File: config.mk
export PLATFORM = sky130hd
export DESIGN_NAME = dbg_ram_arbiter_flat
export DESIGN_NICKNAME = d
export VERILOG_FILES = /design/src/rtl/dbg_ram_pkg.sv /design/src/rtl/dbg_ram_arbiter_if.sv /design/src/rtl/dbg_ram_rr_arb.sv /design/src/rtl/dbg_ram_arbiter.sv /design/src/flat_wrapper.sv
export SDC_FILE = /design/constraint.sdc
export NUM_CORES = 1
export LEC_CHECK = 0
export BUFFER_PORTS_ARGS = -buffer_cell sky130_fd_sc_hd__buf_2
export CORE_AREA = 3 3 133 135
export DETAILED_ROUTE_END_ITERATION = 16
export DIE_AREA = 0 0 136 138
export PLACE_DENSITY_LB_ADDON = 0.25
export REMOVE_ABC_BUFFERS = 1
export SYNTH_ARGS = -nofsm -noshare
export SYNTH_HDL_FRONTEND = slang
export SYNTH_SLANG_ARGS = --single-unit
File: constraint.sdc
create_clock -name clk -period 1.6 [get_ports clk]
set_clock_uncertainty 0.05 [all_clocks]
set_input_delay 0.24 -clock clk [delete_from_list [all_inputs] [get_ports clk]]
set_output_delay 0.24 -clock clk [all_outputs]
set_load 0.05 [all_outputs]
File: src/rtl/dbg_ram_pkg.sv
// Shared types for the debug/user RAM arbiter: master identity and the
// registered descriptor of a read whose data returns on the next cycle.
package dbg_ram_pkg;

    typedef enum logic [0:0] {
        M_DBG = 1'b0,
        M_USR = 1'b1
    } master_e;

    typedef struct packed {
        logic    valid;
        master_e owner;
        logic    oor;
    } rd_pend_t;

    // The master that is not m; used to advance the round-robin pointer.
    function automatic master_e other_master(input master_e m);
        return (m == M_DBG) ? M_USR : M_DBG;
    endfunction

endpackage

File: src/rtl/dbg_ram_arbiter_if.sv
// Request/grant/address/data bundle for the two RAM masters (UART debug
// and user logic). The arbiter takes the slave side, the masters the other.
interface dbg_ram_arbiter_if #(
    parameter int AW = 32,
    parameter int DW = 32
);
    logic          dbg_wreq;
    logic          dbg_wgnt;
    logic [AW-1:0] dbg_waddr;
    logic [DW-1:0] dbg_wdata;
    logic          dbg_rreq;
    logic          dbg_rgnt;
    logic [AW-1:0] dbg_raddr;
    logic [DW-1:0] dbg_rdata;

    logic          usr_wreq;
    logic          usr_wgnt;
    logic [AW-1:0] usr_waddr;
    logic [DW-1:0] usr_wdata;
    logic          usr_rreq;
    logic          usr_rgnt;
    logic [AW-1:0] usr_raddr;
    logic [DW-1:0] usr_rdata;

    modport master (
        output dbg_wreq, dbg_waddr, dbg_wdata, dbg_rreq, dbg_raddr,
        output usr_wreq, usr_waddr, usr_wdata, usr_rreq, usr_raddr,
        input  dbg_wgnt, dbg_rgnt, dbg_rdata,
        input  usr_wgnt, usr_rgnt, usr_rdata
    );

    modport slave (
        input  dbg_wreq, dbg_waddr, dbg_wdata, dbg_rreq, dbg_raddr,
        input  usr_wreq, usr_waddr, usr_wdata, usr_rreq, usr_raddr,
        output dbg_wgnt, dbg_rgnt, dbg_rdata,
        output usr_wgnt, usr_rgnt, usr_rdata
    );

endinterface

File: src/rtl/dbg_ram_rr_arb.sv
// Two-master round-robin arbiter. The pointer names the favoured master;
// any grant hands the favour to the other master. Grants are combinational
// from the requests and the pointer; within a master, writes beat reads.
module dbg_ram_rr_arb
    import dbg_ram_pkg::*;
(
    input  logic    clk,
    input  logic    rst_n,
    input  logic    dbg_wreq,
    input  logic    dbg_rreq,
    input  logic    usr_wreq,
    input  logic    usr_rreq,
    output logic    dbg_wgnt,
    output logic    dbg_rgnt,
    output logic    usr_wgnt,
    output logic    usr_rgnt,
    output logic    gnt_valid,
    output master_e gnt_owner,
    output logic    gnt_write
);

    master_e fav_q;
    master_e fav_d;
    logic    dbg_any;
    logic    usr_any;

    assign dbg_any = dbg_wreq | dbg_rreq;
    assign usr_any = usr_wreq | usr_rreq;

    // Pointer register: favours dbg out of reset.
    // NOTE: sequential state uses non-blocking assignment so every flop samples
    // the pre-edge value of its inputs, independent of block evaluation order.
    always_ff @(posedge clk or negedge rst_n) begin
        if (!rst_n) begin
            fav_q <= M_DBG;
        end else begin
            fav_q <= fav_d;
        end
    end

    // Next pointer: after any grant, favour the master that did not win.
    always_comb begin
        fav_d = fav_q;
        if (gnt_valid) begin
            fav_d = other_master(gnt_owner);
        end
    end

    // Grant decode: the favoured master wins only if it is requesting, so an
    // idle favoured master never blocks the other one. Reset forces no grant.
    // NOTE: every output gets a default first so no path leaves it unassigned,
    // which would otherwise infer a latch.
    always_comb begin
        dbg_wgnt  = 1'b0;
        dbg_rgnt  = 1'b0;
        usr_wgnt  = 1'b0;
        usr_rgnt  = 1'b0;
        gnt_valid = 1'b0;
        gnt_owner = M_DBG;
        gnt_write = 1'b0;
        if (rst_n) begin
            if (dbg_any && (fav_q == M_DBG || !usr_any)) begin
                gnt_valid = 1'b1;
                gnt_owner = M_DBG;
                gnt_write = dbg_wreq;
                dbg_wgnt  = dbg_wreq;
                dbg_rgnt  = !dbg_wreq;
            end else if (usr_any) begin
                gnt_valid = 1'b1;
                gnt_owner = M_USR;
                gnt_write = usr_wreq;
                usr_wgnt  = usr_wreq;
                usr_rgnt  = !usr_wreq;
            end
        end
    end

endmodule

File: src/rtl/dbg_ram_arbiter.sv
// Shares one single-port synchronous RAM between the UART debug master and
// user logic. One transaction per cycle; read data returns the next cycle
// and is then held per master until that master's next read returns.
// Addresses beyond the RAM depth are granted but never reach the RAM.
module dbg_ram_arbiter
    import dbg_ram_pkg::*;
#(
    parameter int ADDR_BYTE_WIDTH = 4,
    parameter int DATA_BYTE_WIDTH = 4,
    parameter int RAM_AWIDTH      = 10,
    parameter logic [8*DATA_BYTE_WIDTH-1:0] OOR_RDATA =
        (8*DATA_BYTE_WIDTH)'(32'hDEADBEEF)
) (
    input  logic                                 clk,
    input  logic                                 rst_n,
    dbg_ram_arbiter_if.slave                     bus,
    output logic                                 ram_en,
    output logic                                 ram_we,
    output logic [RAM_AWIDTH-1:0]                ram_addr,
    output logic [8*DATA_BYTE_WIDTH-1:0]         ram_wdata,
    input  logic [8*DATA_BYTE_WIDTH-1:0]         ram_rdata
);

    localparam int AW = 8 * ADDR_BYTE_WIDTH;
    localparam int DW = 8 * DATA_BYTE_WIDTH;

    logic          gnt_valid;
    master_e       gnt_owner;
    logic          gnt_write;

    logic [AW-1:0] g_addr;
    logic [DW-1:0] g_wdata;
    logic          g_oor;

    rd_pend_t      pend_q;
    logic [DW-1:0] rd_ret;
    logic [DW-1:0] hold_dbg_q;
    logic [DW-1:0] hold_usr_q;

    dbg_ram_rr_arb u_arb (
        .clk       (clk),
        .rst_n     (rst_n),
        .dbg_wreq  (bus.dbg_wreq),
        .dbg_rreq  (bus.dbg_rreq),
        .usr_wreq  (bus.usr_wreq),
        .usr_rreq  (bus.usr_rreq),
        .dbg_wgnt  (bus.dbg_wgnt),
        .dbg_rgnt  (bus.dbg_rgnt),
        .usr_wgnt  (bus.usr_wgnt),
        .usr_rgnt  (bus.usr_rgnt),
        .gnt_valid (gnt_valid),
        .gnt_owner (gnt_owner),
        .gnt_write (gnt_write)
    );

    // Select the address and write data of the granted request.
    always_comb begin
        g_addr  = '0;
        g_wdata = '0;
        if (gnt_owner == M_DBG) begin
            g_addr  = gnt_write ? bus.dbg_waddr : bus.dbg_raddr;
            g_wdata = bus.dbg_wdata;
        end else begin
            g_addr  = gnt_write ? bus.usr_waddr : bus.usr_raddr;
            g_wdata = bus.usr_wdata;
        end
    end

    // Any address bit at or above the RAM depth marks the access out of range.
    assign g_oor = (g_addr >> RAM_AWIDTH) != '0;

    // RAM port: driven only in a granted cycle; out-of-range never enables it.
    always_comb begin
        ram_en    = 1'b0;
        ram_we    = 1'b0;
        ram_addr  = '0;
        ram_wdata = '0;
        if (gnt_valid) begin
            ram_en    = !g_oor;
            ram_we    = !g_oor && gnt_write;
            ram_addr  = g_addr[RAM_AWIDTH-1:0];
            ram_wdata = gnt_write ? g_wdata : '0;
        end
    end

    // Pending-read descriptor, captured at the grant edge of a read.
    always_ff @(posedge clk or negedge rst_n) begin
        if (!rst_n) begin
            pend_q <= '0;
        end else begin
            pend_q.valid <= gnt_valid && !gnt_write;
            pend_q.owner <= gnt_owner;
            pend_q.oor   <= g_oor;
        end
    end

    // Data returned this cycle for the pending read.
    assign rd_ret = pend_q.oor ? OOR_RDATA : ram_rdata;

    // Hold registers capture the returning data at the end of the return cycle.
    // NOTE: these are ordinary flops rather than a memory array, so they take
    // the async reset; the RAM contents themselves are never reset.
    always_ff @(posedge clk or negedge rst_n) begin
        if (!rst_n) begin
            hold_dbg_q <= '0;
            hold_usr_q <= '0;
        end else if (pend_q.valid) begin
            if (pend_q.owner == M_DBG) begin
                hold_dbg_q <= rd_ret;
            end else begin
                hold_usr_q <= rd_ret;
            end
        end
    end

    // Read data: live RAM data during the owner's return cycle, else held value.
    always_comb begin
        bus.dbg_rdata = hold_dbg_q;
        bus.usr_rdata = hold_usr_q;
        if (pend_q.valid) begin
            if (pend_q.owner == M_DBG) begin
                bus.dbg_rdata = rd_ret;
            end else begin
                bus.usr_rdata = rd_ret;
            end
        end
    end

endmodule

File: src/flat_wrapper.sv
// flat-port wrapper written by rule: the top's interface ports become plain ports
module dbg_ram_arbiter_flat import dbg_ram_pkg::*;
#(
    parameter int ADDR_BYTE_WIDTH = 4,
    parameter int DATA_BYTE_WIDTH = 4,
    parameter int RAM_AWIDTH      = 10,
    parameter logic [8*DATA_BYTE_WIDTH-1:0] OOR_RDATA =
        (8*DATA_BYTE_WIDTH)'(32'hDEADBEEF)
)
  (clk, rst_n, ram_en, ram_we, ram_addr, ram_wdata, ram_rdata, bus_dbg_wreq, bus_dbg_waddr, bus_dbg_wdata, bus_dbg_rreq, bus_dbg_raddr, bus_usr_wreq, bus_usr_waddr, bus_usr_wdata, bus_usr_rreq, bus_usr_raddr, bus_dbg_wgnt, bus_dbg_rgnt, bus_dbg_rdata, bus_usr_wgnt, bus_usr_rgnt, bus_usr_rdata);
  dbg_ram_arbiter_if #(.AW((32)), .DW((32))) bus_i ();
  input  logic clk;
  input  logic rst_n;
  output logic ram_en;
  output logic ram_we;
  output logic [RAM_AWIDTH-1:0] ram_addr;
  output logic [8*DATA_BYTE_WIDTH-1:0] ram_wdata;
  input  logic [8*DATA_BYTE_WIDTH-1:0] ram_rdata;
  input wire logic [$bits(bus_i.dbg_wreq)-1:0] bus_dbg_wreq;
  input wire logic [$bits(bus_i.dbg_waddr)-1:0] bus_dbg_waddr;
  input wire logic [$bits(bus_i.dbg_wdata)-1:0] bus_dbg_wdata;
  input wire logic [$bits(bus_i.dbg_rreq)-1:0] bus_dbg_rreq;
  input wire logic [$bits(bus_i.dbg_raddr)-1:0] bus_dbg_raddr;
  input wire logic [$bits(bus_i.usr_wreq)-1:0] bus_usr_wreq;
  input wire logic [$bits(bus_i.usr_waddr)-1:0] bus_usr_waddr;
  input wire logic [$bits(bus_i.usr_wdata)-1:0] bus_usr_wdata;
  input wire logic [$bits(bus_i.usr_rreq)-1:0] bus_usr_rreq;
  input wire logic [$bits(bus_i.usr_raddr)-1:0] bus_usr_raddr;
  output wire logic [$bits(bus_i.dbg_wgnt)-1:0] bus_dbg_wgnt;
  output wire logic [$bits(bus_i.dbg_rgnt)-1:0] bus_dbg_rgnt;
  output wire logic [$bits(bus_i.dbg_rdata)-1:0] bus_dbg_rdata;
  output wire logic [$bits(bus_i.usr_wgnt)-1:0] bus_usr_wgnt;
  output wire logic [$bits(bus_i.usr_rgnt)-1:0] bus_usr_rgnt;
  output wire logic [$bits(bus_i.usr_rdata)-1:0] bus_usr_rdata;
  assign bus_i.dbg_wreq = bus_dbg_wreq;
  assign bus_i.dbg_waddr = bus_dbg_waddr;
  assign bus_i.dbg_wdata = bus_dbg_wdata;
  assign bus_i.dbg_rreq = bus_dbg_rreq;
  assign bus_i.dbg_raddr = bus_dbg_raddr;
  assign bus_i.usr_wreq = bus_usr_wreq;
  assign bus_i.usr_waddr = bus_usr_waddr;
  assign bus_i.usr_wdata = bus_usr_wdata;
  assign bus_i.usr_rreq = bus_usr_rreq;
  assign bus_i.usr_raddr = bus_usr_raddr;
  assign bus_dbg_wgnt = bus_i.dbg_wgnt;
  assign bus_dbg_rgnt = bus_i.dbg_rgnt;
  assign bus_dbg_rdata = bus_i.dbg_rdata;
  assign bus_usr_wgnt = bus_i.usr_wgnt;
  assign bus_usr_rgnt = bus_i.usr_rgnt;
  assign bus_usr_rdata = bus_i.usr_rdata;
  dbg_ram_arbiter #(.ADDR_BYTE_WIDTH(ADDR_BYTE_WIDTH), .DATA_BYTE_WIDTH(DATA_BYTE_WIDTH), .RAM_AWIDTH(RAM_AWIDTH), .OOR_RDATA(OOR_RDATA)) u_core (.clk(clk), .rst_n(rst_n), .bus(bus_i), .ram_en(ram_en), .ram_we(ram_we), .ram_addr(ram_addr), .ram_wdata(ram_wdata), .ram_rdata(ram_rdata));
endmodule
==> results by group, run 1 <==
Routing
  – Post-DR vias/cell: 4.84
  – ANT nets after route: 0
  – Post-Route WL: 26000 um
  – Pre-antenna DRT Iters: 4
  – Initial DRC count: 246
  – DR vias: 5738
  – Routed length per placed instance: 21.9 um
  – DRC: 0

Final layout
  – Final non-filler cell total: 1185
  – Area grow syn2layout: 202%
  – Core Util, Final: 0.653
  – Multi-input logic area: 3620 um^2
  – Share of layout cells above drive strength 1: 0.835
  – Final net count: 1188
  – Fillcell total: 1220
  – Storage element area: 1700 um^2

Critical path
  – Critical Path Source Type: flip-flop
  – CP arrival: 2.07 ns
  – Critical Path RT: 1.31 ns
  – Reg-to-reg slack, setup: 0.01 ns
  – Critical-path maximum fanout: 6
  – Slowest-stage cell, CP: dfrtp_1
  – CP peak stage delay: 0.41 ns
  – R2R depth: 8
  – Critical Path, Cell by Cell: inv_2 > a21boi_2 > o211ai_1 > buf_4 > clkbuf_16 > buf_6 > mux2i_4 > o22ai_4 > buf_12
  – Crit. End Element: output port
  – R2R Path Start: u_core.pend_q[2]$_DFF_PN0_
  – RR Endpoint: u_core.hold_usr_q[24]$_DFF_PN0_
  – CP Class: reg -> out

Yosys
  – Synth Area in Compound Gates: 0.173
  – YS warnings: 0
  – Sequential fraction of the synthesis area: 0.474
  – Synth Instances: 450
  – FF+latch count, synth: 68
  – Synthesized area per cell: 7.97 um^2
  – Post-Syn Area: 3590 um^2
  – Simple-gate area share of the yosys netlist: 0.253
  – Post-synthesis xor/xnor area fraction: 0
  – Yosys cell types: 31
  – Largest family of logic cells by synthesized area: simple AND/OR/NAND/NOR gates
  – Area share of fa/ha/maj cells after synthesis: 0
  – Post-synthesis mux area share: 0.0558

Clock network
  – Clock slew at the register clock pins of the worst setup and hold paths: 0.06 ns
  – TritonCTS clock tree: built
  – Worst skew pair latency: 0.33 ns
  – Root Buffer: clkbuf_16
  – CTS buffer count: 9
  – CTS Buffer Depth: 2
  – CTS H-tree depth: 3
  – CTS sink cnt: 68

STA
  – Final Hold Fails: 0
  – Setup TNS: -46.65 ns
  – Pins over their slew limit: 0
  – Worst slew pin tran: 0.861 ns
  – Fin Hold WS: 0.185 ns
  – Setup ws final: -0.763 ns
  – Fin crit share: 1.48
  – Min Tclk post-route: 2.36 ns
  – Slew HR: 0.426
  – Final setup viols: 111
  – F_max: 423 MHz
  – RSZ-0062 raised after global routing: yes

Place
  – Dpl cells: 1037
  – Buffers on Ports: 341
  – Dpl hpwl: 13300 um
  – GP Congestion: 0.853

Floorplan
  – # IOs: 342
  – Height of the die: 138 um
  – Core area: 16600 um^2
  – Initial Util: 0.216
  – Die area: 18800 um^2
  – Die width: 136 um
  – # rows: 47

Power
  – Switch share: 0.418
  – Seq pwr share: 0.219
  – Leakage dissipation: 5.14 nW
  – P_sw: 4.30 mW
  – Pwr/cell area: 948 nW/um^2
  – Clock network fraction of total power: 0.200
  – Internal power: 5.97 mW
  – Combinational power share: 0.581
  – Overall Power: 10.3 mW
  – Worst vdd ir: 0.000530 V

Worst hold path
  – Worst hold path type: in -> reg
  – Hold depth: 3
  – Worst hold start: ram_rdata[6]
  – Hold Path Sink: u_core.hold_usr_q[6]$_DFF_PN0_

Global routing
  – GRT Resource Usage Total: 0.235
  – Vias in the first global route: 5809
  – Largest net degree at the start of global routing: 65
  – Gr ovfl total: 0
  – Antenna violations before repair: 2
  – First-pass GRT wire length: 33400 um

Run status
  – Run status: finished with violations
  – Failing checks: setup timing

Flow run
  – Max-cap violations: 0
[sequential cells by signal (all words and copies together) (netlist names)]
register            flops
u_core.hold_dbg_q      32
u_core.hold_usr_q      32
u_core.pend_q           3
u_core.u_arb.fav_q      1
[logic make-up (layout without fill, tap and decap cells)]
group | after synthesis | after routing
other cells | 0 | 2
simple gates | 210 | 210
mux | 20 | 20
compound gates | 117 | 117
flops | 68 | 68
buf+inv | 35 | 548
[worst max path at each step]
stage	slack [ns]	startpoint	end	depth (start not counted)
2_1_floorplan	-2.90	u_core.u_arb.fav_q$_DFFE_PN0P_	ram_addr[0]	5
3_3_place_gp	-0.64	bus_dbg_waddr[27]	ram_we	8
3_5_place_dp	-0.58	bus_dbg_waddr[27]	ram_we	8
4_1_cts	-0.73	u_core.u_arb.fav_q$_DFFE_PN0P_	ram_addr[4]	8
5_1_grt	-0.86	u_core.u_arb.fav_q$_DFFE_PN0P_	ram_addr[5]	9
6_report	-0.76	u_core.u_arb.fav_q$_DFFE_PN0P_	ram_addr[0]	9
[area by class of cell]
class | count | area share
Clock buffer | 12 | 0.0237
Inverter | 4 | 0.00254
Multi-Input combinational cell | 347 | 0.334
Tap cell | 220 | 0.0254
Clock inverter | 4 | 0.00439
Timing Repair Buffer | 528 | 0.452
Antenna cell | 2 | 0.000462
Sequential cell | 68 | 0.157
[synthesized netlist by cell type (all sizes together)]
cell type	number	share of area
mux2i	20	0.056
clkbuf	16	0.017
o32ai	1	0.0024
o21ai	66	0.092
nor3	1	0.0014
and4b	1	0.0028
nor2b	3	0.0052
nand2b	10	0.017
nand4	4	0.0070
nor2	29	0.030
dfrtp	68	0.47
a211oi	1	0.0021
o211ai	1	0.0021
buf	15	0.023
o21bai	1	0.0031
inv	4	0.0042
o22ai	10	0.017
nand2	135	0.14
or2	1	0.0017
a21boi	1	0.0021
nor4	20	0.035
nand4b	1	0.0024
a21oi	35	0.049
nand3	2	0.0028
or3	2	0.0035
or4	1	0.0021
o41ai	1	0.0024
[placed cells by master (no fill, tap or decap), types with 9 or more instances in the layout]
cell       count
a21oi_2       30
buf_12        34
buf_16        12
buf_2        227
buf_4         97
buf_6        111
buf_8         37
clkbuf_16     17
dfrtp_1       66
nand2_1       47
nand2_2       33
nand2_4       53
nand2b_4       9
nor2_4        24
nor4_1        17
o21ai_4       59
[critical path, delay by kind of cell (launching register included)]
family                 cells  cell delay, ns
multiplexers               1            0.23
buffers and inverters      5            0.69
flip-flops                 1            0.41
AO/OA/AOI/OAI              3            0.42
[metal layers]
metal  part of all wire  vias up  track usage
li1                   -     2577            -
met1               0.35     2830        0.242
met2               0.56      269        0.457
met3              0.061       60       0.0491
met4              0.033        2       0.0806
met5            0.00027        -            0
[what timing repair did]
| action | in CTS | in global routing |
|---|---|---|
| buffers inserted | 67 | 62 |
| setup endpoints to repair | 112 | 118 |
| hold buffers | 2 | 0 |
| gates resized for setup | 520 | 317 |
| cloned | 18 | 7 |
| pin swaps | 78 | 114 |
| hold endpoints to repair | 4 | 0 |
[power groups by stage]
stage | clock network [mW] | registers (mW) | logic, mW
CTS | 2.08 | 2.16 | 4.81
global placement | 0 | 2.14 | 3.28
finish | 2.05 | 2.24 | 5.97
detailed placement | 0 | 2.15 | 3.29
global route | 2.17 | 2.27 | 6.20
floorplan | 0 | 2.14 | 2.09
[stage by stage]
stage                     area [um^2]  setup slack, ns
after global routing            10800           -0.857
after global placement           6030           -0.637
after CTS                        9050           -0.733
after detailed placement         6030           -0.582
final                           10800           -0.763
after floorplan                  3440            -2.90
Power figures use the tool's default switching activity.
==> run 2, diff against run 1 <==
ABC_AREA = 1   (was unset)
==> results by group, run 2 <==
Run status
  – Run status: finished with violations
  – Failing checks: setup timing

Global routing
  – Vias in the first global route: 5672
  – GRT Resource Usage Total: 0.222
  – Gr ovfl total: 0
  – Antenna violations before repair: 2
  – Largest net degree at the start of global routing: 68
  – First-pass GRT wire length: 32000 um

Critical path
  – Critical Path RT: 1.31 ns
  – Critical-path maximum fanout: 5
  – Slowest-stage cell, CP: dfrtp_1
  – Critical Path, Cell by Cell: inv_2 > nor2_4 > nor2_4 > nand3_2 > nand2_4 > clkbuf_16 > o21ai_0 > o21ai_1 > buf_6
  – CP Buf/Inv Count: 3
  – Crit. End Element: output port
  – CP arrival: 1.86 ns
  – Most frequent CP cell: nor2_4
  – CP Class: reg -> out
  – CP peak stage delay: 0.39 ns
  – Critical Path Source Type: flip-flop
  – Delay-heaviest family, CP: buffers and inverters

Clock network
  – Root Buffer: clkbuf_16
  – CTS H-tree depth: 3
  – CTS sink cnt: 68
  – Clock slew at the register clock pins of the worst setup and hold paths: 0.06 ns
  – CTS Buffer Depth: 2
  – TritonCTS clock tree: built
  – Worst skew pair latency: 0.32 ns
  – CTS buffer count: 9

Power
  – Worst vdd ir: 0.000659 V
  – Leakage dissipation: 4.94 nW
  – Pwr/cell area: 1050 nW/um^2

Final layout
  – Share of layout cells above drive strength 1: 0.709
  – Final non-filler cell total: 1251
  – Fin area: 10000 um^2
  – Core Util, Final: 0.603
  – Commonest non-fill, non-tap cells in the layout: buf_2, nand2_1, buf_6
  – Fillcell total: 1379
  – Top flop regs: u_core.hold_dbg_q: 32 flops, u_core.hold_usr_q: 32 flops, u_core.pend_q: 3 flops
  – Final net count: 1258
  – Area grow syn2layout: 146%
  – Most common cell after layout, fill and taps aside: buf_2

Floorplan
  – Die area: 18800 um^2
  – # rows: 47
  – Height of the die: 138 um
  – Die width: 136 um
  – Core area: 16600 um^2
  – # IOs: 342
  – Initial Util: 0.245

Place
  – GP Congestion: 0.964
  – Dpl hpwl: 14800 um
  – Buffers on Ports: 341
  – Post-DP Area: 6540 um^2
  – Dpl cells: 1143

STA
  – Fin crit share: 1.34
  – RSZ-0062 raised after global routing: yes
  – F_max: 465 MHz
  – Final setup viols: 119
  – Pins over their slew limit: 0
  – Fin Hold WS: 0.136 ns
  – Slew HR: 0.438
  – Worst slew pin tran: 0.843 ns
  – Final Hold Fails: 0
  – Setup TNS: -45.82 ns
  – Min Tclk post-route: 2.15 ns
  – Setup ws final: -0.550 ns

Worst hold path
  – Worst hold path type: in -> async

Yosys
  – FF+latch count, synth: 68
  – Most numerous cell in the Yosys netlist: nand2_1
  – Asr flop ratio synth: 1.00
  – Synthesized area per cell: 7.23 um^2
  – Largest area contributor in the netlist: dfrtp_1
  – Sequential fraction of the synthesis area: 0.419
  – Yosys cell types: 24
  – YS warnings: 0
  – Top cells by count, synth: nand2_1, nor2_1, dfrtp_1
  – Share of the synthesized area in the top cell type: 0.419
  – Leading post-synthesis cells by cell area: dfrtp_1, nand2_1, mux2_2
  – Main synth FF type: dfrtp_1
  – Synth Instances: 562
  – Post-Syn Area: 4060 um^2
  – EDFF count, synth: 0

Routing
  – Initial DRC count: 233
  – DRC: 0
  – Post-Route WL: 23900 um
  – Post-DR vias/cell: 4.55
  – Pre-antenna DRT Iters: 5
  – ANT nets after route: 0
  – Routed length per placed instance: 19.1 um
  – DR vias: 5686

Flow run
  – Max-cap violations: 0
==> run 2: per-layer routing <==
metal	GRT usage	wire, um	share of wire
met3	0.0531	1750	0.074
met2	0.407	12800	0.54
met1	0.253	8520	0.36
met5	0	7	0.00029
met4	0.0663	743	0.031
==> run 2: worst register-to-register path, cell delays in order, from the launching register on <==
cell,delay (ns)
dfrtp_4,0.58
buf_12,0.18
or2_4,0.24
buf_6,0.12
nand2_2,0.06
nand2_2,0.08
buf_6,0.12
buf_6,0.10
==> run 2: path summary, 6_finish.rpt <==
| kind | cells past startpoint | slack, ns | to | start |
|---|---|---|---|---|
| max in group asynchronous | 2 | 0.75 | u_core.pend_q[0]$_DFF_PN0_ | rst_n |
| worst min-delay path | 2 | 0.14 | u_core.hold_dbg_q[24]$_DFF_PN0_ | rst_n |
| worst max-delay path | 9 | -0.55 | ram_addr[7] | u_core.u_arb.fav_q$_DFFE_PN0P_ |
| worst max register to register | 7 | -0.03 | u_core.hold_usr_q[15]$_DFF_PN0_ | u_core.pend_q[0]$_DFF_PN0_ |
| worst min register to register | 2 | 0.45 | u_core.hold_usr_q[18]$_DFF_PN0_ | u_core.hold_usr_q[18]$_DFF_PN0_ |
| min in group clk | 4 | 0.20 | u_core.hold_usr_q[18]$_DFF_PN0_ | ram_rdata[18] |
==> run 2: where the power goes <==
part           total, mW  switching (mW)  internal, mW  leakage, nW
combinational       6.42            3.47          2.95         4.04
clock               1.93           0.712          1.22        0.140
sequential          2.20           0.133          2.07        0.763
total               10.6            4.32          6.23         4.94
==> run 2: metrics by stage <==
stage | worst slack, ns | total power, mW
after floorplan | -0.986 | 4.59
after global placement | -0.297 | 5.93
after detailed placement | -0.338 | 5.95
after CTS | -0.571 | 9.65
after global routing | -0.643 | 11.0
final | -0.550 | 10.6
==> run 2: timing repair <==
action,in CTS,in global routing
hold buffers,1,0
hold endpoints to repair,1,0
cloned,11,7
resized for setup,449,181
pin swaps,61,82
buffers inserted,45,41
setup endpoints to repair,112,118
==> run 2: logic make-up after synthesis <==
group           synth area share
simple gates               0.348
flops                      0.419
buf+inv                   0.0714
compound gates            0.0733
mux                       0.0887
==> run 2: layout make-up <==
class                           count  area, um^2  share of cell area
Antenna cell                        1        2.50            0.000250
Timing Repair Buffer              481        4510               0.451
Clock buffer                       10         239              0.0239
Sequential cell                    68        1710               0.170
Multi-Input combinational cell    426        3070               0.306
Clock inverter                      3        40.0             0.00400
Inverter                           42         168              0.0168
Tap cell                          220         275              0.0275
==> run 3, diff against run 2 <==
CELL_PAD_IN_SITES_DETAIL_PLACEMENT = 0   (was unset)
CELL_PAD_IN_SITES_GLOBAL_PLACEMENT = 1   (was unset)
CORE_AREA = unset   (was 3 3 133 135)
CORE_MARGIN = 2   (was unset)
CORE_UTILIZATION = 23   (was unset)
DIE_AREA = unset   (was 0 0 136 138)
SETUP_SLACK_MARGIN = 0.5   (was unset)
==> results by group, run 3 (synthesis results as in run 2) <==
Run status
  – Run status: finished with violations
  – Failing checks: setup timing

Place
  – GP Congestion: 0.874
  – Dpl cells: 1154
  – Buffers on Ports: 341
  – Dpl hpwl: 14800 um

STA
  – Final setup viols: 117
  – Fin crit share: 1.41
  – Pins over their slew limit: 0
  – Worst slew pin tran: 0.878 ns
  – Setup ws final: -0.652 ns
  – Slew HR: 0.414
  – Min Tclk post-route: 2.25 ns
  – F_max: 444 MHz
  – RSZ-0062 raised after global routing: yes
  – Final Hold Fails: 0

Critical path
  – Critical Path, Cell by Cell: inv_2 > nor2_2 > nor2_2 > nand2_2 > nand3_4 > buf_12 > buf_16 > nor2_1 > o21ai_2 > buf_6
  – CP Buf/Inv Count: 4
  – Critical Path RT: 1.31 ns
  – CP Class: reg -> out
  – Most frequent CP cell: nor2_2
  – Critical-path maximum fanout: 7
  – CP arrival: 1.96 ns
  – R2R Path Start: u_core.pend_q[0]$_DFF_PN0_
  – Delay-heaviest family, CP: buffers and inverters
  – Crit. End Element: output port
  – Crit. Startpoint: u_core.u_arb.fav_q$_DFFE_PN0P_
  – Critical Path Source Type: flip-flop
  – CP peak stage delay: 0.40 ns
  – Slowest-stage cell, CP: dfrtp_1

Floorplan
  – # rows: 48
  – Die area: 18700 um^2
  – Die width: 137 um
  – Initial Util: 0.235
  – Core area: 17300 um^2
  – Height of the die: 137 um
  – # IOs: 342

Clock network
  – CTS sink cnt: 68
  – Clock slew at the register clock pins of the worst setup and hold paths: 0.06 ns
  – CTS buffer count: 9
  – CTS H-tree depth: 3
  – Worst skew pair latency: 0.33 ns
  – TritonCTS clock tree: built
  – CTS Buffer Depth: 2
  – Root Buffer: clkbuf_16

Routing
  – Pre-antenna DRT Iters: 4
  – Post-Route WL: 26100 um
  – Post-DR vias/cell: 4.57
  – DRC: 0
  – Initial DRC count: 168
  – ANT nets after route: 0
  – Routed length per placed instance: 19.8 um
  – DR vias: 6013

Final layout
  – Share of layout cells above drive strength 1: 0.770
  – Top flop regs: u_core.hold_dbg_q: 32 flops, u_core.hold_usr_q: 32 flops, u_core.pend_q: 3 flops
  – Most common cell after layout, fill and taps aside: buf_2
  – Final non-filler cell total: 1315
  – Final net count: 1307
  – Area grow syn2layout: 177%
  – Commonest non-fill, non-tap cells in the layout: buf_2, buf_6, nand2_4

Power
  – Combinational power share: 0.628
  – P_sw: 4.79 mW
  – Clock network fraction of total power: 0.174
  – Switch share: 0.415
  – Worst vdd ir: 0.000928 V
  – Pwr/cell area: 1030 nW/um^2
  – Leakage dissipation: 5.49 nW
  – Internal power: 6.75 mW
  – Overall Power: 11.5 mW
  – Seq pwr share: 0.198

Global routing
  – First-pass GRT wire length: 31700 um
  – Largest net degree at the start of global routing: 68
  – GRT Resource Usage Total: 0.229
  – Gr ovfl total: 0
  – Antenna violations before repair: 11
  – Vias in the first global route: 5632

Flow run
  – Max-cap violations: 0

Worst hold path
  – Worst hold path type: in -> async
run 3: cell count changes in the layout (fill, tap and decap cells not counted), moves of 21 or more:
| cell | before | now |
|---|---|---|
| nand2_1 | 116 | 67 |
| nand2_2 | 62 | 41 |
| buf_6 | 75 | 152 |
| nand2_4 | 32 | 102 |
| buf_4 | 62 | 27 |
run 3: final timing paths:
path                                                   end  slack, ns  cells after the start
max                                            ram_addr[4]      -0.65                     10
min                         u_core.hold_usr_q[2]$_DFF_PN0_       0.22                      2
max reg2reg                 u_core.hold_usr_q[5]$_DFF_PN0_      -0.25                     11
min reg2reg                u_core.hold_usr_q[28]$_DFF_PN0_       0.45                      2
max in group asynchronous       u_core.pend_q[0]$_DFF_PN0_       0.66                      2
min in group clk           u_core.hold_usr_q[24]$_DFF_PN0_       0.23                      5
run 3: final cells by class:
class,instances,area (um^2)
fill,1273,6050
sequential,68,1700
multi-input combinational,426,3570
inverter,42,170
timing repair buffer,530,5210
tap,225,282
antenna,8,20.0
clock inverter,6,65.1
clock buffer,10,229
run 3: stage by stage:
stage / setup slack, ns / hold slack, ns / utilization / setup TNS, ns / cell area, um^2
2_1_floorplan: -0.986 / -0.106 / - / -135.04 / 3930
3_3_place_gp: -0.328 / 0.0213 / 0.379 / -12.71 / 6560
3_5_place_dp: -0.330 / 0.0202 / 0.379 / -13.44 / 6560
4_1_cts: -0.569 / 0.197 / 0.552 / -45.41 / 9540
5_1_grt: -0.743 / 0.231 / 0.649 / -55.28 / 11200
6_report: -0.652 / 0.223 / 0.650 / -48.26 / 11200
run 3: what timing repair did:
item / in CTS / in global routing
setup buffers: 69 / 49
pin swaps: 86 / 65
endpoints found under the hold margin: 1 / 0
endpoints found under the setup margin: 178 / 180
hold buffers: 1 / 0
resized for setup: 574 / 273
cloned: 11 / 7
run 3: per-layer routing:
layer	part of all wire	vias up	GRT usage	wire length, um
met5	0.0025	-	0	65
met3	0.081	69	0.0674	2100
met4	0.035	10	0.0653	902
met2	0.54	274	0.406	14000
met1	0.35	2864	0.267	9030
li1	-	2796	-	-
run 3: power by group through the flow:
stage	clock network (mW)	logic [mW]	registers [mW]
detailed placement	0	3.73	2.18
global placement	0	3.73	2.17
CTS	2.00	5.85	2.17
floorplan	0	2.42	2.17
finish	2.01	7.24	2.29
global route	2.12	7.51	2.31
